===== src/rtl/shift_pipe_pkg.sv =====
// Shared constants and width helper for the shift_pipe_n pipeline.
package shift_pipe_pkg;

    localparam logic DIR_FWD = 1'b0;
    localparam logic DIR_REV = 1'b1;

    // Bit width needed to index n values; never narrower than one bit.
    function automatic int clog2w(input int n);
        return (n <= 2) ? 1 : $clog2(n);
    endfunction

endpackage


===== src/rtl/shift_pipe_stage.sv =====
// One pipeline stage: WIDTH-bit data plus valid flag; flush > load > shift > hold.
// vld_nxt exposes the flag's next value so the parent can register a population count.
module shift_stage
    import shift_pipe_pkg::*;
#(
    parameter int WIDTH = 4
) (
    input  logic             CLK,
    input  logic             RST,
    input  logic             ce,
    input  logic             load,
    input  logic             flush,
    input  logic [WIDTH-1:0] shift_dat,
    input  logic             shift_vld,
    input  logic [WIDTH-1:0] par_dat,
    output logic [WIDTH-1:0] dat_out,
    output logic             vld_out,
    output logic             vld_nxt
);

    logic [WIDTH-1:0] dat_d, dat_q;
    logic             vld_d, vld_q;

    // Flush only drops the valid flag; the data register keeps its contents.
    always_comb begin
        dat_d = dat_q;
        vld_d = vld_q;
        if (flush) begin
            vld_d = 1'b0;
        end else if (load) begin
            dat_d = par_dat;
            vld_d = 1'b1;
        end else if (ce) begin
            dat_d = shift_dat;
            vld_d = shift_vld;
        end
    end

    always_ff @(posedge CLK) begin
        if (!RST) begin
            dat_q <= '0;
            vld_q <= 1'b0;
        end else begin
            dat_q <= dat_d;
            vld_q <= vld_d;
        end
    end

    assign dat_out = dat_q;
    assign vld_out = vld_q;
    assign vld_nxt = vld_d;

endmodule


===== src/rtl/shift_pipe_n.sv =====
// Bidirectional DEPTH-stage shift pipeline with parallel load, flush and registered fill count.
// Optional registered tap port enabled by macro SHIFT_PIPE_TAP_EN; otherwise Tap_out is tied to 0.
module shift_pipe_n
    import shift_pipe_pkg::*;
#(
    parameter int WIDTH = 4,
    parameter int DEPTH = 3
) (
    input  logic                          CLK,
    input  logic                          RST,
    input  logic                          Ce,
    input  logic [WIDTH-1:0]              Din,
    input  logic                          Din_vld,
    input  logic                          Dir,
    input  logic                          Load,
    input  logic [DEPTH*WIDTH-1:0]        Par_in,
    input  logic                          Flush,
    output logic [WIDTH-1:0]              Dout,
    output logic                          Dout_vld,
    input  logic [clog2w(DEPTH)-1:0]      Tap_sel,
    output logic [WIDTH-1:0]              Tap_out,
    output logic [clog2w(DEPTH+1)-1:0]    Fill_cnt
);

    localparam int FILL_W = clog2w(DEPTH + 1);

    logic [WIDTH-1:0] stage_dat [DEPTH];
    logic [DEPTH-1:0] stage_vld;
    logic [DEPTH-1:0] stage_vld_nxt;

    for (genvar k = 0; k < DEPTH; k++) begin : g_stage
        logic [WIDTH-1:0] fwd_dat, rev_dat, src_dat;
        logic             fwd_vld, rev_vld, src_vld;

        // Forward feeds from the lower neighbour, reverse from the upper one.
        if (k == 0) begin : g_fwd_entry
            assign fwd_dat = Din;
            assign fwd_vld = Din_vld;
        end else begin : g_fwd_link
            assign fwd_dat = stage_dat[k-1];
            assign fwd_vld = stage_vld[k-1];
        end

        if (k == DEPTH - 1) begin : g_rev_entry
            assign rev_dat = Din;
            assign rev_vld = Din_vld;
        end else begin : g_rev_link
            assign rev_dat = stage_dat[k+1];
            assign rev_vld = stage_vld[k+1];
        end

        assign src_dat = (Dir == DIR_REV) ? rev_dat : fwd_dat;
        assign src_vld = (Dir == DIR_REV) ? rev_vld : fwd_vld;

        shift_stage #(
            .WIDTH (WIDTH)
        ) u_stage (
            .CLK       (CLK),
            .RST       (RST),
            .ce        (Ce),
            .load      (Load),
            .flush     (Flush),
            .shift_dat (src_dat),
            .shift_vld (src_vld),
            .par_dat   (Par_in[k*WIDTH +: WIDTH]),
            .dat_out   (stage_dat[k]),
            .vld_out   (stage_vld[k]),
            .vld_nxt   (stage_vld_nxt[k])
        );
    end

    assign Dout     = (Dir == DIR_REV) ? stage_dat[0] : stage_dat[DEPTH-1];
    assign Dout_vld = (Dir == DIR_REV) ? stage_vld[0] : stage_vld[DEPTH-1];

    // Counting the next-state flags keeps the count aligned with the stages after each edge.
    logic [FILL_W-1:0] fill_cnt_d, fill_cnt_q;

    always_comb begin
        fill_cnt_d = '0;
        for (int k = 0; k < DEPTH; k++) begin
            fill_cnt_d = fill_cnt_d + FILL_W'(stage_vld_nxt[k]);
        end
    end

    always_ff @(posedge CLK) begin
        if (!RST) begin
            fill_cnt_q <= '0;
        end else begin
            fill_cnt_q <= fill_cnt_d;
        end
    end

    assign Fill_cnt = fill_cnt_q;

`ifdef SHIFT_PIPE_TAP_EN
    logic [WIDTH-1:0] tap_out_d, tap_out_q;

    always_comb begin
        tap_out_d = '0;
        if (int'(Tap_sel) < DEPTH) begin
            tap_out_d = stage_dat[Tap_sel];
        end
    end

    always_ff @(posedge CLK) begin
        if (!RST) begin
            tap_out_q <= '0;
        end else begin
            tap_out_q <= tap_out_d;
        end
    end

    assign Tap_out = tap_out_q;
`else
    logic unused_tap_sel;
    assign unused_tap_sel = ^Tap_sel;
    assign Tap_out        = '0;
`endif

endmodule


===== config.mk =====
export PLATFORM = sky130hd
export DESIGN_NAME = shift_pipe_n
export DESIGN_NICKNAME = d
export VERILOG_FILES = /design/src/rtl/shift_pipe_pkg.sv /design/src/rtl/shift_pipe_stage.sv /design/src/rtl/shift_pipe_n.sv
export SDC_FILE = /design/constraint.sdc
export NUM_CORES = 1
export LEC_CHECK = 0
export CORE_AREA = 2 2 69 45
export CTS_BUF_LIST = sky130_fd_sc_hd__clkbuf_2
export CTS_CLUSTER_SIZE = 20
export DETAILED_ROUTE_END_ITERATION = 7
export DIE_AREA = 0 0 71 47
export HOLD_SLACK_MARGIN = 0.03
export PLACE_DENSITY = 0.8
export RECOVER_POWER = 50
export SLEW_MARGIN = 20
export SYNTH_ARGS = -nofsm -noshare
export SYNTH_HDL_FRONTEND = slang
export SYNTH_HIERARCHICAL = 1
export SYNTH_SLANG_ARGS = --single-unit

===== constraint.sdc =====
create_clock -name CLK -period 3.3 [get_ports CLK]
set_clock_uncertainty 0.2 [all_clocks]
set_input_delay 0.825 -clock CLK [delete_from_list [all_inputs] [get_ports CLK]]
set_output_delay 0.825 -clock CLK [all_outputs]
set_load 0.1 [all_outputs]

==> impl_metrics.ini <==
[setup_path]
critPathCaptureType = register
path_class = input pin to register
start_kind = input pin
arrival_ns = 3.15
cp_max_fo = 15
crit_required_ns = 3.34

[timing]
relSlewSlack = 0.1574
finalMaxSlewViolations = 0
setup_tns_ns = 0
period_needed_ns = 3.102
hold_viol = 0
fin_crit_sh = 0.9399
tightest_slew_ns = 1.264
fmax_mhz = 322.4
setup_viol_count_final = 0
rsz0062_at_grt = false

[routing]
post_drt_wl_per_cell_um = 15.40
drc = 0
wirelength_um = 2618
vias = 917
ant_nets = 0
drtIter0Drc = 26
first_pass_iters = 4
via_per_inst = 5.394

[layout]
synthToLayoutAreaGrowth_pct = 28.69
fin_area_mm2 = 0.001572
fill_cells = 231
drive_gt1_frac = 0.3456
multi_input_area_um2 = 794.5
antenna_cells = 0
final_nets = 163
seqCellArea_um2 = 340.3
final_util = 0.5775

[global_route]
grt_usage = 0.1634
grt_pass1_vias = 813
grt_max_degree = 21
use_met1 = 0.2380
use_met3 = 0.05365
grt-ovfl-total = 0
grt_pass1_wl_um = 4022
grt_most_used_layer = met2
grtUsageMet2 = 0.2430
antenna_found_initial = 0

[cts]
clk_pin_slew_ns = 0.15
cts.sinks = 17
postCtsSetupBuffers = 0
cts_made_buffers = 3
cts_tree = yes
ctsResizeCount = 0
htree_levels = 1
clkLatencyLatePin_ns = 0.30
ctsHoldBuffers = 0
root_buffer = clkbuf_2
cts.path.max_buffers = 2

[place]
postPlaceCellArea_mm2 = 0.001574
hpwl_um = 2069
place.gp.congestion = 0.7662
io_buffers = 29

[logic_synthesis]
ys_seq_area_frac = 0.2787
avgSynthCellArea_um2 = 11.74
synth.distinct_cells = 16
ys_warn_count = 6
synth.ff_latch_count = 17
syn-cell-area_mm2 = 0.001221
synthCells = 104

[floorplanning]
fp.dieH_um = 47
core_mm2 = 0.002721
die-area_mm2 = 0.003337
pin_count = 36
initial_core_util = 0.4487
row_count = 15
dieWidth_um = 71

[power]
leakage_nw = 0.6534
power_density_mw_per_mm2 = 344.4
max-vdd-ir-drop_uv = 212.6
power.total_mw = 0.5412

[min_path]
hp-class = register to register

[flow_run]
max_cap_viol_count = 0

[status]
outcome = completed
layout by cell type (no fill, tap or decap):
cell	instances
a211oi_1	3
and2_1	2
buf_12	6
buf_4	3
clkbuf_1	3
clkbuf_2	3
clkdlybuf4s50_1	21
clkinv_2	1
conb_1	4
dfxtp_1	17
dlygate4sd3_1	1
fa_1	1
mux2_4	20
mux2i_1	12
nor2_1	3
nor2_4	3
nor2b_1	3
nor3b_1	3
o211ai_1	12
o21ai_0	1
o21ai_2	11
or3b_1	3
flip-flops by register name (all words and copies together), names as in the netlist:
name                     flops
Fill_cnt                     2
g_stage.u_stage/dat_out     12
g_stage.u_stage/vld_out      3
layer usage:
| layer | vias up | share of wire |
|---|---|---|
| li1 | 446 | - |
| met1 | 440 | 0.49 |
| met2 | 31 | 0.43 |
| met3 | 0 | 0.076 |
| met4 | 0 | 0 |
| met5 | - | 0 |
power by group:
| group | internal [mW] | leakage, nW | total [mW] | switching [mW] |
|---|---|---|---|---|
| clock | 0.0274 | 0.0164 | 0.0939 | 0.0665 |
| sequential | 0.218 | 0.139 | 0.227 | 0.00903 |
| combinational | 0.0928 | 0.498 | 0.220 | 0.127 |
| total | 0.338 | 0.653 | 0.541 | 0.203 |
path summary, 6_finish.rpt:
kind / end / slack [ns] / start / cells past startpoint
worst min register to register: g_stage[1].u_stage/dat_out[2] / 0.33 / g_stage[1].u_stage/dat_out[2] / 2
worst min-delay path: g_stage[1].u_stage/dat_out[2] / 0.33 / g_stage[1].u_stage/dat_out[2] / 2
worst max-delay path: g_stage[1].u_stage/dat_out[1] / 0.20 / Load / 5
worst max register to register: Fill_cnt[0] / 1.30 / g_stage[1].u_stage/vld_out / 5
cell type report:
cell class,count,share of cell area
Clock inverter,1,0.003185
Multi-Input combinational cell,81,0.5056
Tap cell,34,0.02707
Clock buffer,3,0.009554
Timing Repair Buffer,34,0.2381
Sequential cell,17,0.2166
critical path, cell delays in order:
cell and delay [ns]:
dlygate4sd3_1 0.59, clkbuf_1 0.95, nor2_4 0.10, or3b_1 0.51
o21ai_2 0.17
Yosys cell counts:
| cell type | count | area share |
|---|---|---|
| a211oi_1 | 3 | 0.018 |
| and2_1 | 2 | 0.010 |
| buf_4 | 4 | 0.025 |
| buf_6 | 5 | 0.046 |
| conb_1 | 1 | 0.0031 |
| dfxtp_1 | 17 | 0.28 |
| fa_1 | 1 | 0.016 |
| mux2_4 | 20 | 0.25 |
| mux2i_1 | 12 | 0.098 |
| nor2_1 | 3 | 0.0092 |
| nor2_4 | 3 | 0.028 |
| nor2b_1 | 3 | 0.015 |
| nor3b_1 | 3 | 0.018 |
| o211ai_1 | 12 | 0.074 |
| o21ai_2 | 12 | 0.086 |
| or3b_4 | 3 | 0.028 |
cell families (layout without fill, tap and decap cells):
logic type,after synthesis,in the layout,share of synthesized area
mux,32,32,0.3443
compound gates,27,27,0.1783
flops,17,17,0.2787
simple gates,17,17,0.1086
buf+inv,9,38,0.07069
fa+ha+maj,1,1,0.01639
other cells,1,4,0.003071
per-stage QoR:
step	instances	hold WS, ns	setup WS [ns]
after floorplan	107	0.2863	0.7628
after CTS	170	0.3288	0.2218
final	170	0.3327	0.1983
after global placement	166	0.2968	0.08765
after global routing	170	0.3562	0.1076
after detailed placement	166	0.3079	0.06214
(Power assumes the default switching activity.)
==> edit, RTL diff (same flow settings) <==
Set the parameter `DEPTH` to 2 (it was 3).
--- a/src/rtl/shift_pipe_n.sv
+++ b/src/rtl/shift_pipe_n.sv
@@ -6,3 +6,3 @@
     parameter int WIDTH = 4,
-    parameter int DEPTH = 3
+    parameter int DEPTH = 2
 ) (
Ports: changed (resized Par_in and Tap_sel); port bits go from 36 to 31. No check against the original RTL was run, so the function may have changed too.
==> edit against the unedited design <==
Setup slack lost 0.055 ns. Utilization down 15 points. Sequential cell count decreased by 5. Design area decreased by 27%. Wire length is 30% lower. Global-route usage shrank 4.2 points. Power fell by 26%. Area after synthesis down 29%. Die area unchanged.
==> edit: results (changes against the unedited design) <==
GP Congestion 0.813 (was 0.766); drt total wl 1.82 mm (was 2.62 mm); vias in the first global route 662 (was 813); Max transition margin 22.2% (was 15.7%); GRT met3 Usage 4.08% (was 5.36%); register area share after synthesis 27.8% (was 27.9%); met2 Use GR 21.9% (was 24.3%); clk_lat worst skew 0.25 ns (was 0.30 ns); wire length on met3 108 microns (was 200 microns); Synth Area in Compound Gates 16.8% (was 17.8%); GR Util met1 14.7% (was 23.8%); DR pass1 iterations 2 (was 4); crit path max-delay cell type dlygate4sd3_1 (was clkbuf_1); Largest register FFs 8 (was 12); Post-Route M1 WL 830 microns (was 1.28 mm); routed vias/inst 4.81 (was 5.39); clock buffer depth 2 (unchanged); post-synthesis mux area share 33.1% (was 34.4%); Max Freq 317 MHz (was 322 MHz); met2 WL 884 microns (was 1.14 mm); ys async rst share 0% (unchanged); nets@finish 125 (was 163); crit-path max FO 8 (was 15); worst reg2reg setup slack 1.53 ns (was 1.30 ns); share of layout cells above drive strength 1 34.3% (was 34.6%); Synth top cells by count dfxtp_1 (12), mux2_4 (10), mux2i_1 (8), o211ai_1 (8), o21ai_2 (8) (was mux2_4 (20), dfxtp_1 (17), mux2i_1 (12), o211ai_1 (12), o21ai_2 (12)); total track usage 12.1% (was 16.3%); CP peak stage delay 0.60 ns (was 0.95 ns); run status complete, no violations (unchanged); worst vdd ir 0.242 mV (was 0.213 mV); ant diodes 0 (unchanged); LEAKAGE 0.477 nW (was 0.653 nW); DP Worst Slack 0.217 ns (was 0.0621 ns); ranking of synthesized cells by area dfxtp_1 (28%), mux2_4 (17%), mux2i_1 (9.3%) (was dfxtp_1 (28%), mux2_4 (25%), mux2i_1 (9.8%)); post-synth cell types 18 (was 16); Post-Synth Adder-Cell Area 1.45% (was 1.64%); HPWL Detailed 1.51 mm (was 2.07 mm); Syn. warnings 6 (unchanged); largest net degree at the start of global routing 15 (was 21); placed cell area 0.00116 sq mm (was 0.00157 sq mm); buffers added on ports 25 (was 29); critical path arrival 2.13 ns (was 3.15 ns); DRT iter0 DRCs 4 (was 26); first-pass GRT wire length 3.04 mm (was 4.02 mm)
-- edit: where the power goes --
| group | leakage (nW) | switching [mW] | total, mW | internal [mW] |
|---|---|---|---|---|
| registers | 0.0985 | 0.00614 | 0.160 | 0.154 |
| clock network | 0.0125 | 0.0436 | 0.0684 | 0.0248 |
| logic | 0.366 | 0.102 | 0.172 | 0.0699 |
| total | 0.477 | 0.152 | 0.400 | 0.248 |
-- edit: worst paths after layout --
| path | startpoint | end | cells after the start |
|---|---|---|---|
| worst max-delay path | Dir | Dout[2] | 4 |
| worst max register to register | g_stage[1].u_stage/vld_out$_SDFF_PN0_ | Fill_cnt[0]$_SDFF_PN0_ | 5 |
| worst min-delay path | g_stage[0].u_stage/dat_out[1]$_SDFFE_PN0P_ | g_stage[0].u_stage/dat_out[1]$_SDFFE_PN0P_ | 2 |
| worst min register to register | g_stage[0].u_stage/dat_out[1]$_SDFFE_PN0P_ | g_stage[0].u_stage/dat_out[1]$_SDFFE_PN0P_ | 2 |
-- edit: cell type report --
cell class | instances | area [sq um]
clock buffers | 3 | 15.0
fillers | 271 | 1570
multi-input cells | 58 | 539
flip-flops and latches | 12 | 240
well taps | 34 | 42.5
repair buffers | 29 | 314
-- edit: cells by family after synthesis --
| kind of cell | Yosys count |
|---|---|
| AO/OA/AOI/OAI | 18 |
| adder cells (fa/ha/maj) | 1 |
| other | 1 |
| flip-flops | 12 |
| multiplexers | 23 |
| buffers and inverters | 8 |
| AND/OR/NAND/NOR | 12 |
-- edit: through the flow --
stage	hold slack (ns)	cells	util [%]
6_report	0.328	136	42.3
5_1_grt	0.352	136	42.3
4_1_cts	0.331	136	43.2
3_5_place_dp	0.313	133	42.6
3_3_place_gp	0.296	133	42.6
2_1_floorplan	0.281	78	-
